`src/rtl/mips_multicycle_control.sv`:
```
// Multi-cycle MIPS control unit: sequences FETCH/DECODE/EXEC/MEM/WB around a
// stallable shared memory port, trapping on illegal opcodes or memory timeouts.
module mips_multicycle_control #(
  parameter int ALUOP_W     = 3,
  parameter int MEM_TIMEOUT = 16,
  parameter int CNT_W       = 5
) (
  input  logic               clk,
  input  logic               nrst,
  input  logic [5:0]         opcode,
  input  logic               zero,
  input  logic               mem_ready,
  output logic               mem_req,
  output logic               mem_we,
  output logic               mem_src_pc,
  output logic               ir_write,
  output logic               pc_write,
  output logic [1:0]         pc_src,
  output logic               reg_write,
  output logic [1:0]         reg_dst,
  output logic [1:0]         wb_src,
  output logic               alu_src_a,
  output logic [1:0]         alu_src_b,
  output logic [ALUOP_W-1:0] alu_op,
  output logic [2:0]         state,
  output logic               illegal,
  output logic               timeout
);

  typedef enum logic [2:0] {
    S_FETCH  = 3'd0,
    S_DECODE = 3'd1,
    S_EXEC   = 3'd2,
    S_MEM    = 3'd3,
    S_WB     = 3'd4,
    S_TRAP   = 3'd5
  } state_t;

  localparam logic [5:0] OP_R     = 6'b000000;
  localparam logic [5:0] OP_J     = 6'b000010;
  localparam logic [5:0] OP_JAL   = 6'b000011;
  localparam logic [5:0] OP_BEQ   = 6'b000100;
  localparam logic [5:0] OP_BNE   = 6'b000101;
  localparam logic [5:0] OP_ADDI  = 6'b001000;
  localparam logic [5:0] OP_ADDIU = 6'b001001;
  localparam logic [5:0] OP_SLTI  = 6'b001010;
  localparam logic [5:0] OP_SLTIU = 6'b001011;
  localparam logic [5:0] OP_ANDI  = 6'b001100;
  localparam logic [5:0] OP_ORI   = 6'b001101;
  localparam logic [5:0] OP_LUI   = 6'b001111;
  localparam logic [5:0] OP_LW    = 6'b100011;
  localparam logic [5:0] OP_SW    = 6'b101011;

  localparam logic [2:0] ALU_ADD   = 3'd0;
  localparam logic [2:0] ALU_SUB   = 3'd1;
  localparam logic [2:0] ALU_FUNCT = 3'd2;
  localparam logic [2:0] ALU_AND   = 3'd3;
  localparam logic [2:0] ALU_OR    = 3'd4;
  localparam logic [2:0] ALU_SLT   = 3'd5;
  localparam logic [2:0] ALU_SLTU  = 3'd6;
  localparam logic [2:0] ALU_LUI   = 3'd7;

  state_t           state_reg, state_next;
  logic [CNT_W-1:0] cnt_reg, cnt_next;
  logic             illegal_reg, illegal_next;
  logic             timeout_reg, timeout_next;

  logic       is_r, is_j, is_jal, is_beq, is_bne, is_lw, is_sw, is_imm, is_legal;
  logic [2:0] imm_alu_op;
  logic [2:0] alu3;
  logic       wait_expired;

  always_comb begin
    is_r   = (opcode == OP_R);
    is_j   = (opcode == OP_J);
    is_jal = (opcode == OP_JAL);
    is_beq = (opcode == OP_BEQ);
    is_bne = (opcode == OP_BNE);
    is_lw  = (opcode == OP_LW);
    is_sw  = (opcode == OP_SW);
    is_imm = 1'b1;
    imm_alu_op = ALU_ADD;
    case (opcode)
      OP_ADDI, OP_ADDIU: imm_alu_op = ALU_ADD;
      OP_SLTI:           imm_alu_op = ALU_SLT;
      OP_SLTIU:          imm_alu_op = ALU_SLTU;
      OP_ANDI:           imm_alu_op = ALU_AND;
      OP_ORI:            imm_alu_op = ALU_OR;
      OP_LUI:            imm_alu_op = ALU_LUI;
      default:           is_imm = 1'b0;
    endcase
    is_legal = is_r | is_j | is_jal | is_beq | is_bne | is_lw | is_sw | is_imm;
  end

  // The last permitted wait cycle: mem_ready in this same cycle still wins.
  assign wait_expired = (cnt_reg == CNT_W'(MEM_TIMEOUT - 1)) && !mem_ready;

  always_comb begin
    state_next   = state_reg;
    cnt_next     = '0;
    illegal_next = illegal_reg;
    timeout_next = timeout_reg;
    mem_req      = 1'b0;
    mem_we       = 1'b0;
    mem_src_pc   = 1'b0;
    ir_write     = 1'b0;
    pc_write     = 1'b0;
    pc_src       = 2'd0;
    reg_write    = 1'b0;
    reg_dst      = 2'd0;
    wb_src       = 2'd0;
    alu_src_a    = 1'b0;
    alu_src_b    = 2'd0;
    alu3         = ALU_ADD;

    case (state_reg)
      S_FETCH: begin
        mem_req    = 1'b1;
        mem_src_pc = 1'b1;
        if (mem_ready) begin
          ir_write   = 1'b1;
          pc_write   = 1'b1;
          alu_src_b  = 2'd1;
          state_next = S_DECODE;
        end else if (wait_expired) begin
          state_next   = S_TRAP;
          timeout_next = 1'b1;
        end else begin
          cnt_next = cnt_reg + 1'b1;
        end
      end
      S_DECODE: begin
        alu_src_b = 2'd3;
        if (!is_legal) begin
          state_next   = S_TRAP;
          illegal_next = 1'b1;
        end else if (is_j || is_jal) begin
          pc_write   = 1'b1;
          pc_src     = 2'd2;
          state_next = S_FETCH;
          if (is_jal) begin
            reg_write = 1'b1;
            reg_dst   = 2'd2;
            wb_src    = 2'd2;
          end
        end else begin
          state_next = S_EXEC;
        end
      end
      S_EXEC: begin
        alu_src_a = 1'b1;
        if (is_r) begin
          alu3       = ALU_FUNCT;
          state_next = S_WB;
        end else if (is_imm) begin
          alu_src_b  = 2'd2;
          alu3       = imm_alu_op;
          state_next = S_WB;
        end else if (is_lw || is_sw) begin
          alu_src_b  = 2'd2;
          state_next = S_MEM;
        end else begin
          alu3       = ALU_SUB;
          pc_src     = 2'd1;
          pc_write   = is_beq ? zero : !zero;
          state_next = S_FETCH;
        end
      end
      S_MEM: begin
        mem_req = 1'b1;
        mem_we  = is_sw;
        if (mem_ready) begin
          state_next = is_lw ? S_WB : S_FETCH;
        end else if (wait_expired) begin
          state_next   = S_TRAP;
          timeout_next = 1'b1;
        end else begin
          cnt_next = cnt_reg + 1'b1;
        end
      end
      S_WB: begin
        reg_write  = 1'b1;
        reg_dst    = is_r ? 2'd1 : 2'd0;
        wb_src     = is_lw ? 2'd1 : 2'd0;
        state_next = S_FETCH;
      end
      default: state_next = S_TRAP;
    endcase

    // Reset aborts any in-flight operation, including a pending store.
    if (!nrst) begin
      mem_req    = 1'b0;
      mem_we     = 1'b0;
      mem_src_pc = 1'b0;
      ir_write   = 1'b0;
      pc_write   = 1'b0;
      pc_src     = 2'd0;
      reg_write  = 1'b0;
      reg_dst    = 2'd0;
      wb_src     = 2'd0;
      alu_src_a  = 1'b0;
      alu_src_b  = 2'd0;
      alu3       = ALU_ADD;
    end
  end

  always_ff @(posedge clk) begin
    if (!nrst) begin
      state_reg   <= S_FETCH;
      cnt_reg     <= '0;
      illegal_reg <= 1'b0;
      timeout_reg <= 1'b0;
    end else begin
      state_reg   <= state_next;
      cnt_reg     <= cnt_next;
      illegal_reg <= illegal_next;
      timeout_reg <= timeout_next;
    end
  end

  assign alu_op  = ALUOP_W'(alu3);
  assign state   = state_reg;
  assign illegal = illegal_reg;
  assign timeout = timeout_reg;

endmodule

```
`config.mk`:
```
export PLATFORM = sky130hd
export DESIGN_NAME = mips_multicycle_control
export DESIGN_NICKNAME = d
export VERILOG_FILES = /design/src/rtl/mips_multicycle_control.sv
export SDC_FILE = /design/constraint.sdc
export NUM_CORES = 1
export LEC_CHECK = 0
export ABC_AREA = 1
export CAP_MARGIN = 10
export CORE_AREA = 2 2 51 53
export CTS_BUF_LIST = sky130_fd_sc_hd__clkbuf_8 sky130_fd_sc_hd__clkbuf_16
export DETAILED_ROUTE_END_ITERATION = 8
export DIE_AREA = 0 0 53 55
export PLACE_DENSITY = 0.73
export SLEW_MARGIN = 15
export SYNTH_ARGS = -nofsm -noshare
export SYNTH_HDL_FRONTEND = slang
export SYNTH_SLANG_ARGS = --single-unit
```
`constraint.sdc`:
```
create_clock -name clk -period 6.6 [get_ports clk]
set_input_delay 1.98 -clock clk [delete_from_list [all_inputs] [get_ports clk]]
set_output_delay 1.98 -clock clk [all_outputs]
set_load 0.01 [all_outputs]
```
# [Yosys cells after proc, flatten, opt, wreduce, memory -nomap -nowiden]
# Index checks and enable logic that the tools add are counted.
[op_classes] n_addsub=1 eq_ne=18 muxes=63 n_bitwise=11 reduce_logical=12
[ops] cell="6-bit by 4-bit equality test with 1-bit output (second input constant)" n=7
[ops] cell="3-bit 2-to-1 mux" n=11
[ops] cell="1-bit 2-to-1 mux" n=30
[ops] cell="3-bit one-hot mux with 5 select lines" n=2
[ops] cell="2-bit 2-to-1 mux" n=14
[ops] cell="6-bit by 2-bit equality test with 1-bit output (second input constant)" n=2
[ops] cell="6-bit by 3-bit equality test with 1-bit output (second input constant)" n=2
[ops] cell="6-bit equality test (second input constant)" n=2
[ops] cell="2-bit one-hot mux with 2 select lines" n=3
[ops] cell="1-bit bitwise OR" n=7
[ops] cell="7-bit OR reduction" n=1
[ops] cell="3-bit by 2-bit equality test with 1-bit output (second input constant)" n=2
[ops] cell="6-bit logical NOT" n=1
[ops] cell="2-bit one-hot mux with 3 select lines" n=1
[ops] cell="5-bit by 1-bit adder with 5-bit output (second input constant)" n=1
[ops] cell="5-bit by 4-bit equality test with 1-bit output (second input constant)" n=1
[ops] cell="1-bit NOT" n=4
[ops] cell="4-bit OR reduction" n=1
[ops] cell="3-bit by 1-bit equality test with 1-bit output (second input constant)" n=1
[ops] cell="3-bit equality test (second input constant)" n=1
[ops] cell="3-bit logical NOT" n=1
[ops] cell="1-bit one-hot mux with 3 select lines" n=1
[ops] cell="3-bit AND reduction" n=1
[ops] cell="1-bit logical NOT" n=2
[ops] cell="other kinds (5)" n=6
[word_totals] register_bits=10 in_bits=10 out_inout_bits=23 wordCells=109

# [Logic depth before layout (Yosys ltp)]
# Gate-level depths: netlist (run 1).
[logic_depth] ltp_word=11 mapped_depth=10 mapped_depth_nobuf=10

# [Worst setup path before layout (run 1)]
# Ideal clock, no wire load.
[synth_timing] kind="input-to-output" startpoint="input port opcode[4]" endpoint="output port wb_src[1]" t_arrival_ps=3091 t_required_ps=4620 slack_ps=1529 cell_stages=7 path_buffers=2 cell_sequence="nor2_1 > buf_6 > nand3_1 > nor2_1 > inv_2 > nor3_1 > buf_4"
[synth_between] elab_chain_len=11 word_cells_on_any_way=29 classes_between="eq/ne (13); mux (6); bitwise (7); reduce/logical (3)"
[synth_lines] item="from (decl)" line="10" rtl="input logic [5:0] opcode,"
[synth_lines] item="6-bit by 2-bit equality test with 1-bit output or 6-bit logical NOT (tied branches)" line="75, 74"
[synth_lines] item="1-bit bitwise OR (7 in a row)" line="92" rtl="is_legal = is_r | is_j | is_jal | is_beq | is_bne | is_lw | is_sw | is_imm;"
[synth_lines] item="2-bit 2-to-1 mux (*)" line="134" rtl="if (!is_legal) begin"
[synth_lines] item="2-bit one-hot mux with 2 select lines (*)" line="116" rtl="case (state_reg)"
[synth_lines] item="2-bit 2-to-1 mux (*)" line="191" rtl="if (!nrst) begin"
[synth_lines] item="to (decl)" line="21" rtl="output logic [1:0] wb_src,"
# Mark *: on every way between the ends. The rest lies on a longest branch, timed or not.

# [Worst setup path after layout (run 1)]
[layout_timing] startpoint="input port opcode[1]" endpoint="output port alu_op[0]"
[layout_between] elab_chain_len=7 word_cells_on_any_way=19 classes_between="eq/ne (9); mux (7); reduce/logical (3)"
[layout_lines] item="6-bit by 4-bit equality test with 1-bit output (tied with other cells)" line="83" rtl="case (opcode)"
[layout_lines] item="7-bit OR reduction (no line) or 1-bit logical OR (tied branches)"
[layout_lines] item="1-bit 2-to-1 mux, on equally long branches" line="83, 159"
[layout_lines] item="3-bit 2-to-1 mux" line="155" rtl="end else if (is_imm) begin"
[layout_lines] item="3-bit 2-to-1 mux (*)" line="152" rtl="if (is_r) begin"
[layout_lines] item="3-bit 2-to-1 mux (*)" line="116"
[layout_lines] item="3-bit 2-to-1 mux (*)" line="191"
[layout_lines] item="to (decl)" line="24" rtl="output logic [ALUOP_W-1:0] alu_op,"
# Marks and branches as above.

==> results of run 1 <==
==> critical path, delay by kind of cell <==
kind / cells / cell delay, ns
AOI/OAI and AO/OA: 1 / 0.11
buffers and inverters: 3 / 1.18
and+or+nand+nor: 5 / 0.67
==> where the power goes <==
group | leakage [nW] | internal [mW] | switching, mW
clock network | 0.0216 | 0.0395 | 0.0196
logic | 0.452 | 0.0377 | 0.0437
registers | 0.0814 | 0.0655 | 0.00608
==> cell families (layout without fill, tap and decap cells) <==
group                      count (synthesis)  count (layout)
and+or+nand+nor                           86              86
AOI/OAI and AO/OA                         16              16
adders and majority gates                  2               2
xor gates and xnor gates                   1               1
DFF                                       10              10
buffers and inverters                     30              62
==> worst paths after layout <==
check | start | endpoint | slack (ns) | depth (start not counted)
worst max-delay path | opcode[1] | alu_op[0] | 0.66 | 9
worst max register to register | cnt_reg[0] | state[0] | 5.07 | 10
worst min-delay path | timeout | timeout | 0.45 | 2
worst min register to register | timeout | timeout | 0.45 | 2
==> cell usage in the layout (no fill, tap or decap), drive strengths merged <==
cell type and n:
o21ai 4, nand4 4, buf 1, or2 1
nor3b 1, a21oi 10, a31oi 1, inv 26
nand2 23, clkdlybuf4s50 32, xor2 1, dfxtp 10
nor3 6, nand3b 1, nor2 30, o31ai 1
nand3 20, ha 2, clkbuf 3
==> cell type report <==
cell class,count,area [sq um],area share
timing repair buffer,33,327.8,0.2517
multi-input combinational,105,598.1,0.4592
clock buffer,3,41.29,0.03170
sequential,10,200.2,0.1537
tap,30,37.54,0.02882
inverter,26,97.59,0.07493
==> per-layer routing <==
metal | vias to the layer above | GRT usage
met4 | 0 | 0.06838
met5 | - | 0
met3 | 4 | 0.02151
met2 | 28 | 0.3042
met1 | 448 | 0.2268
li1 | 529 | -
==> impl_metrics.tcl, run 1 <==
set metrics [dict create \
    status "finished, final reports clean" \
    startpoint_type "primary input" \
    syn-cell-area_sq_um 925.9 \
    start_util 0.3915 \
    largest_register_ffs 5 \
    whs_ns 0.4522 \
    placed_cells 204 \
    dr_wl_met2_um 1105 \
    fillers 245 \
    antenna_found_initial 0 \
    ys_ff_latch 10 \
    finalCritPeriodShare 0.8993 \
    setup_viol 0 \
    numCtsBuffers 3 \
    critPathMaxFanout 9 \
    dp_slack_ns 0.6674 \
    drc 0 \
    rsz0062_at_grt "no" \
    finalSetupTns_ns 0 \
    synth_fa_ha_area_frac 0.02703 \
    cp.required_ns 4.62 \
    dr.pass1.iters 4 \
    critPathCaptureType "output port" \
    highest_layer "met4" \
    clock.fmax_mhz 168.5 \
    total_power_mw 0.2122 \
    synth_common_cells "26 x nor2_1, 22 x inv_1, 20 x nand2_1" \
    drive_above_1_share 0.1695 \
    maxCapViolCount 0 \
    hp-class "flop to flop" \
    cts_tree "done" \
    track_usage 0.1769 \
    muxShareOfSynthArea 0 \
    synth.avg_cell_area_sq_um 6.385 \
    postRouteAntennaNets 0 \
    wl_met1_um 1011 \
    syn_inst 145 \
    p_leak_nw 0.5549 \
    worstPathCellList "clkdlybuf4s50_1 > nor2_2 > nand3_1 > o21ai_0 > inv_1 > nand3_1 > nand2_1 > nor2_1 > clkdlybuf4s50_1" \
    arrival_ns 3.96 \
    placedInstanceArea_sq_um 1261 \
    grt_pass1_vias 937 \
    core_sq_um 2365 \
    synth-xor-area-share 0.009459 \
    synth_top_family_by_area "simple AND/OR/NAND/NOR gates" \
    yosysTopAreaCell "dfxtp_1" \
    dr.first_iter.drc_count 16 \
    syn2layout_area_growth_pct 40.68 \
    ys_types 28 \
    worstMarginPinSlew_ns 0.5589 \
    clk_latency_ns 0.23 \
    root_buffer "clkbuf_8" \
    post_cts_buffers 0 \
    die_h_um 55 \
    max_stage_delay_ns 0.56 \
    clock_skew_ns 0.003344 \
    met3_length_um 95 \
    synth_compound_area_frac 0.1203 \
    diodes 0 \
    rows 18 \
    yosys.area_share.simple 0.4892 \
    fin_nets 191 \
    cts.path.max_buffers 2 \
    h-tree-depth 1 \
    fp.dieW_um 53 \
    io_buffers 32 \
    via_count 1009 \
    cts.sinks 10 \
    die-area_sq_um 2915 \
    postSynth.asyncResetShare 0 \
    grt-ovfl-total 0 \
    cts_hold_buffers 0 \
    ys.flop_type "dfxtp_1" \
    io_pins 33 \
    final_util 0.5508 \
    via_per_inst 4.874 \
    routedWlPerCell_um 10.83 \
    drv_slew 0 \
    synth_area_leaders "dfxtp_1 22%, nor2_1 11%, inv_1 8.9%" \
    stdcell_area_sq_um 1303 \
    yosysWarnings 0 \
    critPathSlowestCell "clkdlybuf4s50_1" \
    ctsResizeCount 0 \
    synth_top_cell_area_share 0.2162 \
    synth_edf_count 0 \
    wl_um 2241 \
    grt_max_degree 16 \
    syn-num-nets 157 \
    clkSlewWorstSetupHoldPaths_ns 0.04 \
    hpwl_um 1873 \
    yosysSeqAreaShare 0.2162 \
    slew_headroom 0.6270 \
    hold_viol_final 0 \
    place_congestion 0.8583 \
    peakVddDrop_mv 0.1584 \
    critical_path_class "primary input to output port" \
    grt_pass1_wl_um 3870 \
    postLayoutSetupSlackWorst_ns 0.6649 \
    synth_most_common_cell "nor2_1" \
    period_minus_slack_ns 5.935 \
    final_cells 207 \
    p_per_area_nw_per_um2 162.9 \
]
(Power assumes the default switching activity.)
==> run 2: changes to the inputs <==
--- a/config.mk
+++ b/config.mk
@@ -7,11 +7,11 @@
 export LEC_CHECK = 0
 export ABC_AREA = 1
 export CAP_MARGIN = 10
-export CORE_AREA = 2 2 51 53
+export CORE_AREA = 2 2 47 49
 export CTS_BUF_LIST = sky130_fd_sc_hd__clkbuf_8 sky130_fd_sc_hd__clkbuf_16
 export DETAILED_ROUTE_END_ITERATION = 8
-export DIE_AREA = 0 0 53 55
-export PLACE_DENSITY = 0.73
+export DIE_AREA = 0 0 49 51
+export PLACE_DENSITY = 0.84
 export SLEW_MARGIN = 15
 export SYNTH_ARGS = -nofsm -noshare
 export SYNTH_HDL_FRONTEND = slang
==> impl_metrics.tcl, run 2 (same netlist as run 1, synthesis figures left out) <==
set metrics [dict create \
    status "finished, final reports clean" \
    drv_slew 0 \
    final_common_cell "clkdlybuf4s50_1" \
    hp-class "flop to flop" \
    reg2reg_setup_slack_ns 5.08 \
    ctsResizeCount 0 \
    power.switching_mw 0.07190 \
    critPathCaptureType "output port" \
    dr.pass1.iters 4 \
    die_h_um 51 \
    placed_cells 202 \
    clock.fmax_mhz 167.0 \
    p_leak_nw 0.5620 \
    finalCritPeriodShare 0.9071 \
    drc 0 \
    cp.required_ns 4.62 \
    period_minus_slack_ns 5.987 \
    clkPwrFrac 0.326 \
    cts.sinks 10 \
    grt_pass1_vias 1010 \
    h-tree-depth 1 \
    start_util 0.4488 \
    placedInstanceArea_sq_um 1259 \
    arrival_ns 4.01 \
    io_buffers 32 \
    postRouteAntennaNets 0 \
    track_usage 0.1933 \
    diodes 0 \
    layout_common_cells "32 x clkdlybuf4s50_1, 26 x nor2_1, 22 x inv_1, 20 x nand2_1, 16 x nand3_1" \
    syn2layout_area_growth_pct 41.89 \
    cts_hold_buffers 0 \
    via_per_inst 5.053 \
    hold_viol_final 0 \
    via_count 1041 \
    grt-ovfl-total 0 \
    io_pins 33 \
    post_cts_buffers 0 \
    rsz0062_at_grt "no" \
    antenna_found_initial 0 \
    setup_viol 0 \
    swShare 0.3163 \
    fin_nets 191 \
    clock_skew_ns 0.0005946 \
    startpoint_type "primary input" \
    hpwl_um 1880 \
    root_buffer "clkbuf_8" \
    stdcell_area_sq_um 1314 \
    cts_tree "done" \
    slew_headroom 0.6515 \
    clk_latency_ns 0.23 \
    clkSlewWorstSetupHoldPaths_ns 0.05 \
    grt_pass1_wl_um 3926 \
    p_per_area_nw_per_um2 173.0 \
    whs_ns 0.4445 \
    combPwrFrac 0.360 \
    largest_register_ffs 5 \
    grt_max_degree 16 \
    rows 17 \
    fillers 187 \
    worstMarginPinSlew_ns 0.5222 \
    multi_input_area_sq_um 598.1 \
    place_congestion 0.8464 \
    core_sq_um 2063 \
    critical_path_class "primary input to output port" \
    maxCapViolCount 0 \
    wl_um 2219 \
    finalSetupTns_ns 0 \
    regArea_sq_um 200.2 \
    routedWlPerCell_um 10.77 \
    dr.first_iter.drc_count 26 \
    internal_power_mw 0.1554 \
    drive_above_1_share 0.1742 \
    peakVddDrop_mv 0.1663 \
    critPathMaxFanout 9 \
    fp.dieW_um 49 \
    cts.path.max_buffers 2 \
    die-area_sq_um 2499 \
    numCtsBuffers 3 \
    final_cells 206 \
    power_frac_seq 0.314 \
]
## run 2: power by group through the flow
stage	Sequential, mW	Clock [mW]	Combinational [mW]
final	0.0713	0.0741	0.0819
after global routing	0.0718	0.0783	0.0904
after CTS	0.0712	0.0759	0.0820
after detailed placement	0.0723	0	0.0818
after global placement	0.0722	0	0.0792
after floorplan	0.0733	0	0.0458
## run 2: critical path, cell delays in order
cell             delay (ns)
clkdlybuf4s50_1        0.66
nor2_2                 0.11
nand3_2                0.14
nand2_1                0.11
nor2_1                 0.14
inv_1                  0.08
nor3_1                 0.20
clkdlybuf4s50_1        0.59
## run 2: path summary, 6_finish.rpt
check                   from    endpoint  cells after the start
setup reg to reg  cnt_reg[0]    state[0]                     10
hold reg to reg   cnt_reg[0]  cnt_reg[0]                      1
setup / recovery   opcode[1]   pc_src[0]                      8
hold / removal    cnt_reg[0]  cnt_reg[0]                      1
## run 2: per-stage QoR
step | utilization | worst slack [ns] | power [mW]
detailed placement | 0.6101 | 0.6398 | 0.1542
global placement | 0.6101 | 0.7199 | 0.1515
floorplan | - | 1.529 | 0.1191
global route | 0.6368 | 0.4910 | 0.2406
finish | 0.6368 | 0.6131 | 0.2273
CTS | 0.6368 | 0.6433 | 0.2291
## run 2: cell type report
type | instances | area share
clock buffer | 4 | 0.04190
timing repair buffer | 33 | 0.2495
sequential | 10 | 0.1524
multi-input combinational | 105 | 0.4552
tap | 28 | 0.02667
inverter | 26 | 0.07429
## run 2: metal layers
layer,global-route usage,vias up,wire length (um)
met2,0.3790,28,1169
met3,0.03801,2,77
met4,0.04762,0,11
met5,0,-,0
met1,0.2122,477,961
li1,-,534,-
